**config.mk**
```make
export PLATFORM = sky130hd
export DESIGN_NAME = i2s_audio_tx
export DESIGN_NICKNAME = d
export VERILOG_FILES = /design/src/rtl/audio_pkg.sv /design/src/rtl/i2s_audio_tx.sv
export SDC_FILE = /design/constraint.sdc
export NUM_CORES = 1
export LEC_CHECK = 0
export BUFFER_PORTS_ARGS = -buffer_cell sky130_fd_sc_hd__buf_2
export CORE_ASPECT_RATIO = 1.2
export CORE_UTILIZATION = 58
export DETAILED_ROUTE_END_ITERATION = 8
export GPL_TIMING_DRIVEN = 0
export PLACE_DENSITY = 0.81
export RECOVER_POWER = 100
export SETUP_SLACK_MARGIN = 0.3
export SLEW_MARGIN = 20
export SYNTH_ARGS = -nofsm -noshare
export SYNTH_HDL_FRONTEND = slang
export SYNTH_SLANG_ARGS = --single-unit
```
**constraint.sdc**
```tcl
create_clock -name clk -period 3.4 [get_ports clk]
set_input_delay 0.68 -clock clk [delete_from_list [all_inputs] [get_ports clk]]
set_output_delay 0.68 -clock clk [all_outputs]
set_load 0.05 [all_outputs]
```
**src/rtl/audio_pkg.sv**
```systemverilog
// -----------------------------------------------------------------------------
// audio_pkg
// Shared constants and helpers for the I2S transmit path.
//   SAMPLE_W   : bits per channel sample (fixed 16, the frame has 32 slots)
//   CNT_W      : width of the free-running frame counter (512 clk per frame)
//   *_BIT      : counter bit that directly drives each DAC clock
//   FRAME_LAST : counter value on whose edge a new stereo pair is captured
//   SLOTS      : bit slots per frame (16 left + 16 right)
//   slot_sel_e : source of the serial bit for a given slot
//   capture_value() : mute / attenuation applied to a sample at capture time
// -----------------------------------------------------------------------------
package audio_pkg;

  localparam int unsigned SAMPLE_W = 32'd16;
  localparam int unsigned CNT_W    = 32'd9;

  localparam int unsigned MCLK_BIT = 32'd1;
  localparam int unsigned SCK_BIT  = 32'd3;
  localparam int unsigned LRCK_BIT = 32'd8;

  localparam logic [CNT_W-1:0] FRAME_LAST = 9'd511;
  localparam int unsigned      SLOTS      = 32'd32;

  // Where the bit for the upcoming slot comes from.
  typedef enum logic [1:0] {
    SEL_PREV_LSB = 2'd0,  // slot 0: right LSB left over from the previous frame
    SEL_LEFT     = 2'd1,  // slots 1..16: left sample, MSB first
    SEL_RIGHT    = 2'd2   // slots 17..31: right sample bits 15..1
  } slot_sel_e;

  // Value latched into a hold register: zero when muted, otherwise the sample
  // arithmetically shifted right (sign preserved, truncating toward -inf, so
  // -1 stays -1). With attenuation disabled the sample passes unchanged.
  function automatic logic [SAMPLE_W-1:0] capture_value(
    input logic [SAMPLE_W-1:0] sample,
    input logic                mute,
    input logic                vol_en,
    input logic [2:0]          shift
  );
    logic signed [SAMPLE_W-1:0] s_val;
    logic [SAMPLE_W-1:0]        result;
    s_val = $signed(sample);
    if (mute) begin
      result = {SAMPLE_W{1'b0}};
    end else if (vol_en) begin
      result = s_val >>> shift;
    end else begin
      result = sample;
    end
    return result;
  endfunction

endpackage

```
**src/rtl/i2s_audio_tx.sv**
```systemverilog
// -----------------------------------------------------------------------------
// i2s_audio_tx
// Serialises 16-bit signed stereo samples to an I2S DAC and generates all DAC
// clocks from the 100 MHz system clock using one free-running 9-bit counter.
//
// Ports:
//   clk          in   system clock (100 MHz)
//   rst          in   asynchronous, active-high reset
//   audio_left   in   left sample, two's complement
//   audio_right  in   right sample, two's complement
//   mute         in   1 = capture zeros instead of the inputs
//   vol_shift    in   arithmetic right shift applied at capture (0..7)
//   sample_tick  out  one-cycle pulse in the cycle after a capture
//   audio_mclk   out  master clock, clk/4
//   audio_sck    out  bit clock, clk/16
//   audio_lrck   out  word select, clk/512 (0 = left, 1 = right)
//   audio_sdin   out  serial data, MSB first, one-bit I2S delay
// -----------------------------------------------------------------------------
module i2s_audio_tx
  import audio_pkg::*;
#(
  parameter int unsigned DATA_W = 32'd16,
  parameter bit          VOL_EN = 1'b1
) (
  input  logic              clk,
  input  logic              rst,
  input  logic [DATA_W-1:0] audio_left,
  input  logic [DATA_W-1:0] audio_right,
  input  logic              mute,
  input  logic [2:0]        vol_shift,
  output logic              sample_tick,
  output logic              audio_mclk,
  output logic              audio_sck,
  output logic              audio_lrck,
  output logic              audio_sdin
);

  logic [CNT_W-1:0]    cnt_r;
  logic [SAMPLE_W-1:0] l_hold_r;
  logic [SAMPLE_W-1:0] r_hold_r;
  logic                sdin_r;
  logic                tick_r;

  logic                frame_end_s;
  logic                slot_end_s;
  logic [4:0]          next_slot_s;
  logic [3:0]          bit_idx_s;
  slot_sel_e           sel_s;
  logic                next_bit_s;

  // Frame and slot boundary decode from the counter.
  always_comb begin
    frame_end_s = (cnt_r == FRAME_LAST);
    slot_end_s  = (cnt_r[3:0] == 4'hF);
    // Slot that begins on the coming edge; wraps 31 -> 0 at the frame end.
    next_slot_s = cnt_r[8:4] + 5'd1;
  end

  // Choose the bit source for the upcoming slot.
  always_comb begin
    sel_s     = SEL_PREV_LSB;
    bit_idx_s = 4'd0;
    if (next_slot_s == 5'd0) begin
      sel_s     = SEL_PREV_LSB;
      bit_idx_s = 4'd0;
    end else if (next_slot_s <= 5'd16) begin
      sel_s     = SEL_LEFT;
      // Slot n carries bit 16-n; modulo 16 that is simply -n.
      bit_idx_s = 4'd0 - next_slot_s[3:0];
    end else begin
      sel_s     = SEL_RIGHT;
      // Slot n carries bit 32-n; modulo 16 that is again -n.
      bit_idx_s = 4'd0 - next_slot_s[3:0];
    end
  end

  // Fetch the serial bit for the upcoming slot.
  always_comb begin
    next_bit_s = 1'b0;
    case (sel_s)
      // At the frame-end edge r_hold_r still holds the outgoing frame's right
      // sample, so its LSB is the delayed bit owed to slot 0 of the new frame.
      SEL_PREV_LSB: next_bit_s = r_hold_r[0];
      SEL_LEFT:     next_bit_s = l_hold_r[bit_idx_s];
      SEL_RIGHT:    next_bit_s = r_hold_r[bit_idx_s];
      default:      next_bit_s = 1'b0;
    endcase
  end

  // Free-running frame counter; every DAC clock is a bit of it.
  always_ff @(posedge clk or posedge rst) begin
    if (rst) begin
      cnt_r <= {CNT_W{1'b0}};
    end else begin
      cnt_r <= cnt_r + 9'd1;
    end
  end

  // Capture the stereo pair once per frame, on the last counter value.
  always_ff @(posedge clk or posedge rst) begin
    if (rst) begin
      l_hold_r <= {SAMPLE_W{1'b0}};
      r_hold_r <= {SAMPLE_W{1'b0}};
    end else if (frame_end_s) begin
      l_hold_r <= capture_value(audio_left,  mute, VOL_EN, vol_shift);
      r_hold_r <= capture_value(audio_right, mute, VOL_EN, vol_shift);
    end else begin
      l_hold_r <= l_hold_r;
      r_hold_r <= r_hold_r;
    end
  end

  // Tell upstream a pair was taken: high while cnt == 0 after a capture.
  always_ff @(posedge clk or posedge rst) begin
    if (rst) begin
      tick_r <= 1'b0;
    end else begin
      tick_r <= frame_end_s;
    end
  end

  // Serial data flop, updated together with the sck falling edge.
  always_ff @(posedge clk or posedge rst) begin
    if (rst) begin
      sdin_r <= 1'b0;
    end else if (slot_end_s) begin
      sdin_r <= next_bit_s;
    end else begin
      sdin_r <= sdin_r;
    end
  end

  assign audio_mclk  = cnt_r[MCLK_BIT];
  assign audio_sck   = cnt_r[SCK_BIT];
  assign audio_lrck  = cnt_r[LRCK_BIT];
  assign audio_sdin  = sdin_r;
  assign sample_tick = tick_r;

endmodule

```
; Word-level counts from Yosys, hierarchy flattened
; Index checks and enable logic that the tools add are counted.
[totals]
reg_bits = 43
inputBits = 38
out_inout_bits = 5
wordCells = 28
[classes]
add_sub_neg = 3
order_cmp = 2
eq_ne = 4
n_shift = 2
mux = 10
reduce_logical = 2
[ops]
columns = operator, count
row1 = $mux 16, 2
row2 = $sshr 16x3->16, 2
row3 = $add 9x1->9 const B, 1
row4 = $eq 9x9->1 const B, 1
row5 = $bmux 1 s4, 2
row6 = $add 5x1->5 const B, 1
row7 = $le 5x5->1 const B, 1
row8 = $logic_not 5->1, 1
row9 = $lt 4x5->1 const B, 1
row10 = $eq 4x4->1 const B, 1
row11 = $mux 2, 2
row12 = $mux 4, 1
row13 = $sub 1x4->4 const A, 1
row14 = $pmux 1 s3, 1
row15 = $eq 2x1->1 const B, 1
row16 = $eq 2x2->1 const B, 1
row17 = $logic_not 2->1, 1
row18 = $mux 1, 2

; Longest topological paths before layout
[depth]
word_depth = 6
depth_mapped = 11
mapped_depth_nobuf = 11

; Worst setup path after synthesis
; OpenSTA, ideal clock, no wires.
[synth_timing]
kind = register to register
startpoint = register cnt_r[5]
endpoint = register sdin_r (netlist: audio_sdin)
setup_ps = 132
arrival_ps = 2308
required_ps = 3268
path_slack_ps = 960
path_stages_with_launch = 12
n_path_buf = 0
synth_period_minus_slack_ps = 2440
cell_sequence = dfrtp_1 -> ha_1 -> or2_1 -> nor2_1 -> o21ai_0 -> inv_1 -> ha_1 -> a311o_1 -> or2_4 -> and3_2 -> o31ai_1 -> a31oi_1
[synth_via]
elab_chain_cells = 6
elab_cells_between_ends = 15
classes_between = 2 x add/sub / 1 x order compare / 2 x eq/ne / 8 x mux / 2 x reduce/logical
[synth_rtl]
columns = element, line_no
row1 = "start, declared", i2s_audio_tx.sv:38  ; logic [CNT_W-1:0] cnt_r;
row2 = "start signal, assigned", i2s_audio_tx.sv:93  ; cnt_r <= {CNT_W{1'b0}};
row3 = "start signal, assigned", i2s_audio_tx.sv:95  ; cnt_r <= cnt_r + 9'd1;
row4 = $add 5x1->5 (*), i2s_audio_tx.sv:56  ; next_slot_s = cnt_r[8:4] + 5'd1;
row5 = $sub 1x4->4 (tied with other cells), "i2s_audio_tx.sv:69, i2s_audio_tx.sv:73"
row6 = $mux 4 or $mux 2 (tied branches), "i2s_audio_tx.sv:63, i2s_audio_tx.sv:66"
row7 = $bmux 1 s4 (tied with other cells), i2s_audio_tx.sv:85  ; SEL_RIGHT: next_bit_s = r_hold_r[bit_idx_s];
row8 = $mux 1 (not written as such) (tied with other cells), i2s_audio_tx.sv:85
row9 = $pmux 1 s3 (*), i2s_audio_tx.sv:80  ; case (sel_s)
row10 = "end signal, assigned", i2s_audio_tx.sv:127  ; sdin_r <= next_bit_s;
row11 = "end signal, assigned", i2s_audio_tx.sv:129  ; sdin_r <= sdin_r;
row12 = "end, declared", i2s_audio_tx.sv:41  ; logic sdin_r;
; Mark *: on every way between the ends. The rest lies on a longest branch, timed or not. The select of a mux whose other input is x is not followed.
; A chain may end at the register's enable or synchronous reset.

; Worst setup path in the final report
; Same ends and word-level chain as after synthesis.

==> results.toml <==
[clock_tree]
cts_setup_buffers = 0
cts_sinks = 43
hold_buffers = 0
clock_path_buffers = 2
cts_made_buffers = 5
cts_tree = "built"
htree_levels = 2
root_buffer = "clkbuf_8"
cts_resized = 0
clock_latency_ns = 0.30
clk_pin_slew_ns = 0.08

[route]
post_drt_wl_per_cell_um = 16.2
routed_wl_um = 6600
drc = 0
drt_iter0_drc = 127
firstDrtPassIters = 4
antenna_left = 0
routed-via-count = 2479
via_per_inst = 6.09

[yosys]
ys_warn_count = 0
synth.distinct_cells = 34
ys_ff_latch = 43
synth_area_um2 = 3060
synth_edf_count = 0
synth_top_area_share_pct = 35.2
synth_fp_nets = 343
yosysTopAreaCell = "dfrtp_1"
synthArstFlopShare_pct = 100
netlist_top_cells_count = "43 x dfrtp_1, 43 x mux2i_1, 41 x inv_1"
postSynthCellCount = 298
avgSynthCellArea_um2 = 10.3
yosysSeqAreaShare_pct = 35.2
synth-main-ff-cell = "dfrtp_1"
ys_top_cells_by_area = "dfrtp_1 35%, mux4_2 15%, mux2i_1 14%, o22ai_1 6.5%, inv_1 5.0%"

[sta]
rsz0062_at_grt = "false"
slew_violations = 36
post-route-min-period_ns = 2.78
finalSetupViolations = 0
maxClockFrequency_ghz = 0.360
fin_hold_ws_ns = 0.314
slew_headroom_pct = -18.3
period_share_pct = 81.7
hold_viol = 0
worst_pin_slew_ns = 1.77
fin_skew_ns = 0.00849
tns_ns = 0

[critical_path]
crit_type = "flip-flop to flip-flop"
crit_required_ns = 3.57
critPathMaxFanout = 7
end_kind = "flip-flop"
cp-start-kind = "flip-flop"
critPathArrivalTime_ns = 2.95

[final_layout]
drive_gt1_share_pct = 21.6
layout.nets = 391
fillers = 384
syn_to_final_growth_pct = 12.1
diodes = 0

[die]
core_um2 = 5010
dieWidth_um = 68.3
io_pins = 43
rows = 28
die_area_um2 = 5570
die_h_um = 81.5
start_util_pct = 61.0

[worst_hold_path]
min_path_type = "input pin to async pin"

[pwr]
vdd_drop_max_uv = 153
power_density_nw_per_um2 = 304
leakagePower_nw = 1.68

[global_route]
grt_pass1_wl_um = 10800
grt_max_degree = 36
grt_overflow_total = 0
antenna_found_initial = 0
grtUsageTotal_pct = 26.2
grt_pass1_vias = 2410

[flow_run]
maxCapViolations = 1

[placement]
dp_hpwl_um = 5100
gp_congestion = 0.836
portBuffers = 40

[status]
violations = "capacitance limit, slew limit"
status = "finished, violations left"
[through the flow]
stage	cells	util [%]	power, mW	cell area (um2)	setup WS (ns)
3_3_place_gp	398	66.5	0.699	3330	0.681
5_1_grt	407	68.4	1.08	3430	0.357
2_1_floorplan	298	-	0.648	3060	0.960
4_1_cts	407	68.9	1.05	3450	0.642
3_5_place_dp	399	66.9	0.705	3350	0.674
6_report	407	68.4	1.04	3430	0.621
[state kept, by name, summed over array words and instances, names as in the netlist]
| name | flops |
|---|---|
| audio_sdin | 1 |
| cnt_r | 9 |
| l_hold_r | 16 |
| r_hold_r | 16 |
| sample_tick | 1 |
[layout by cell type, fill, tap and decap left out, drive strengths merged, types with 8 or more instances in the layout]
cell,netlist,layout
o22ai,32,32
a21oi,12,12
a211oi,8,8
inv,41,41
clkbuf,12,25
mux4,21,21
nand2,10,10
buf,10,44
dfrtp,43,43
nor2,12,12
mux2i,43,43
[critical path: stages, from the launching register on]
cell and delay, ns:
dfrtp_1 0.49, ha_1 0.35, or2_0 0.18, nor2_1 0.05, o21ai_0 0.22, inv_1 0.10
ha_1 0.19, a311o_1 0.30, or2_4 0.27, and3_2 0.18, o31ai_1 0.22, a31oi_1 0.11
[final cells by class]
type / instances / area (um2) / area share (%)
multi-input combinational: 192 / 1720 / 50.3
buffer: 22 / 104 / 3.03
tap: 60 / 75.1 / 2.19
clock inverter: 2 / 16.3 / 0.474
clock buffer: 6 / 82.6 / 2.41
sequential: 43 / 1080 / 31.4
inverter: 41 / 154 / 4.49
timing repair buffer: 41 / 198 / 5.77
[metal layers]
| metal | vias to the layer above | track usage, % | routed length [um] |
|---|---|---|---|
| li1 | 1181 | - | - |
| met4 | 0 | 12.9 | 154 |
| met2 | 70 | 43.7 | 3370 |
| met3 | 13 | 3.06 | 195 |
| met1 | 1215 | 33.1 | 2880 |
| met5 | - | 0 | 0 |
[power by group]
group | internal, mW | leakage (nW) | switching [mW]
Clock | 0.166 | 0.0474 | 0.182
Sequential | 0.511 | 0.414 | 0
Combinational | 0.0873 | 1.22 | 0.0966
Total | 0.764 | 1.68 | 0.278
[kinds of logic (layout without fill, tap and decap cells)]
kind of cell | Yosys count | count (layout) | share of synthesized area [%]
AOI/OAI and AO/OA | 67 | 67 | 13.7
xor gates and xnor gates | 10 | 10 | 2.86
adders and majority gates | 7 | 7 | 2.86
buffers and inverters | 63 | 112 | 8.47
DFF | 43 | 43 | 35.2
muxes | 65 | 65 | 29.9
and+or+nand+nor | 43 | 43 | 6.96
[worst paths after layout]
kind | cells after the start | from | to | slack (ns)
hold reg to reg | 1 | cnt_r[0] | cnt_r[0] | 0.46
setup / recovery | 11 | cnt_r[5] | audio_sdin | 0.62
min in group clk | 1 | cnt_r[0] | cnt_r[0] | 0.46
max in group asynchronous | 3 | rst | cnt_r[8] | 1.13
setup reg to reg | 11 | cnt_r[5] | audio_sdin | 0.62
hold / removal | 2 | rst | cnt_r[1] | 0.31
Note: power is estimated with default switching activity, not from simulation.
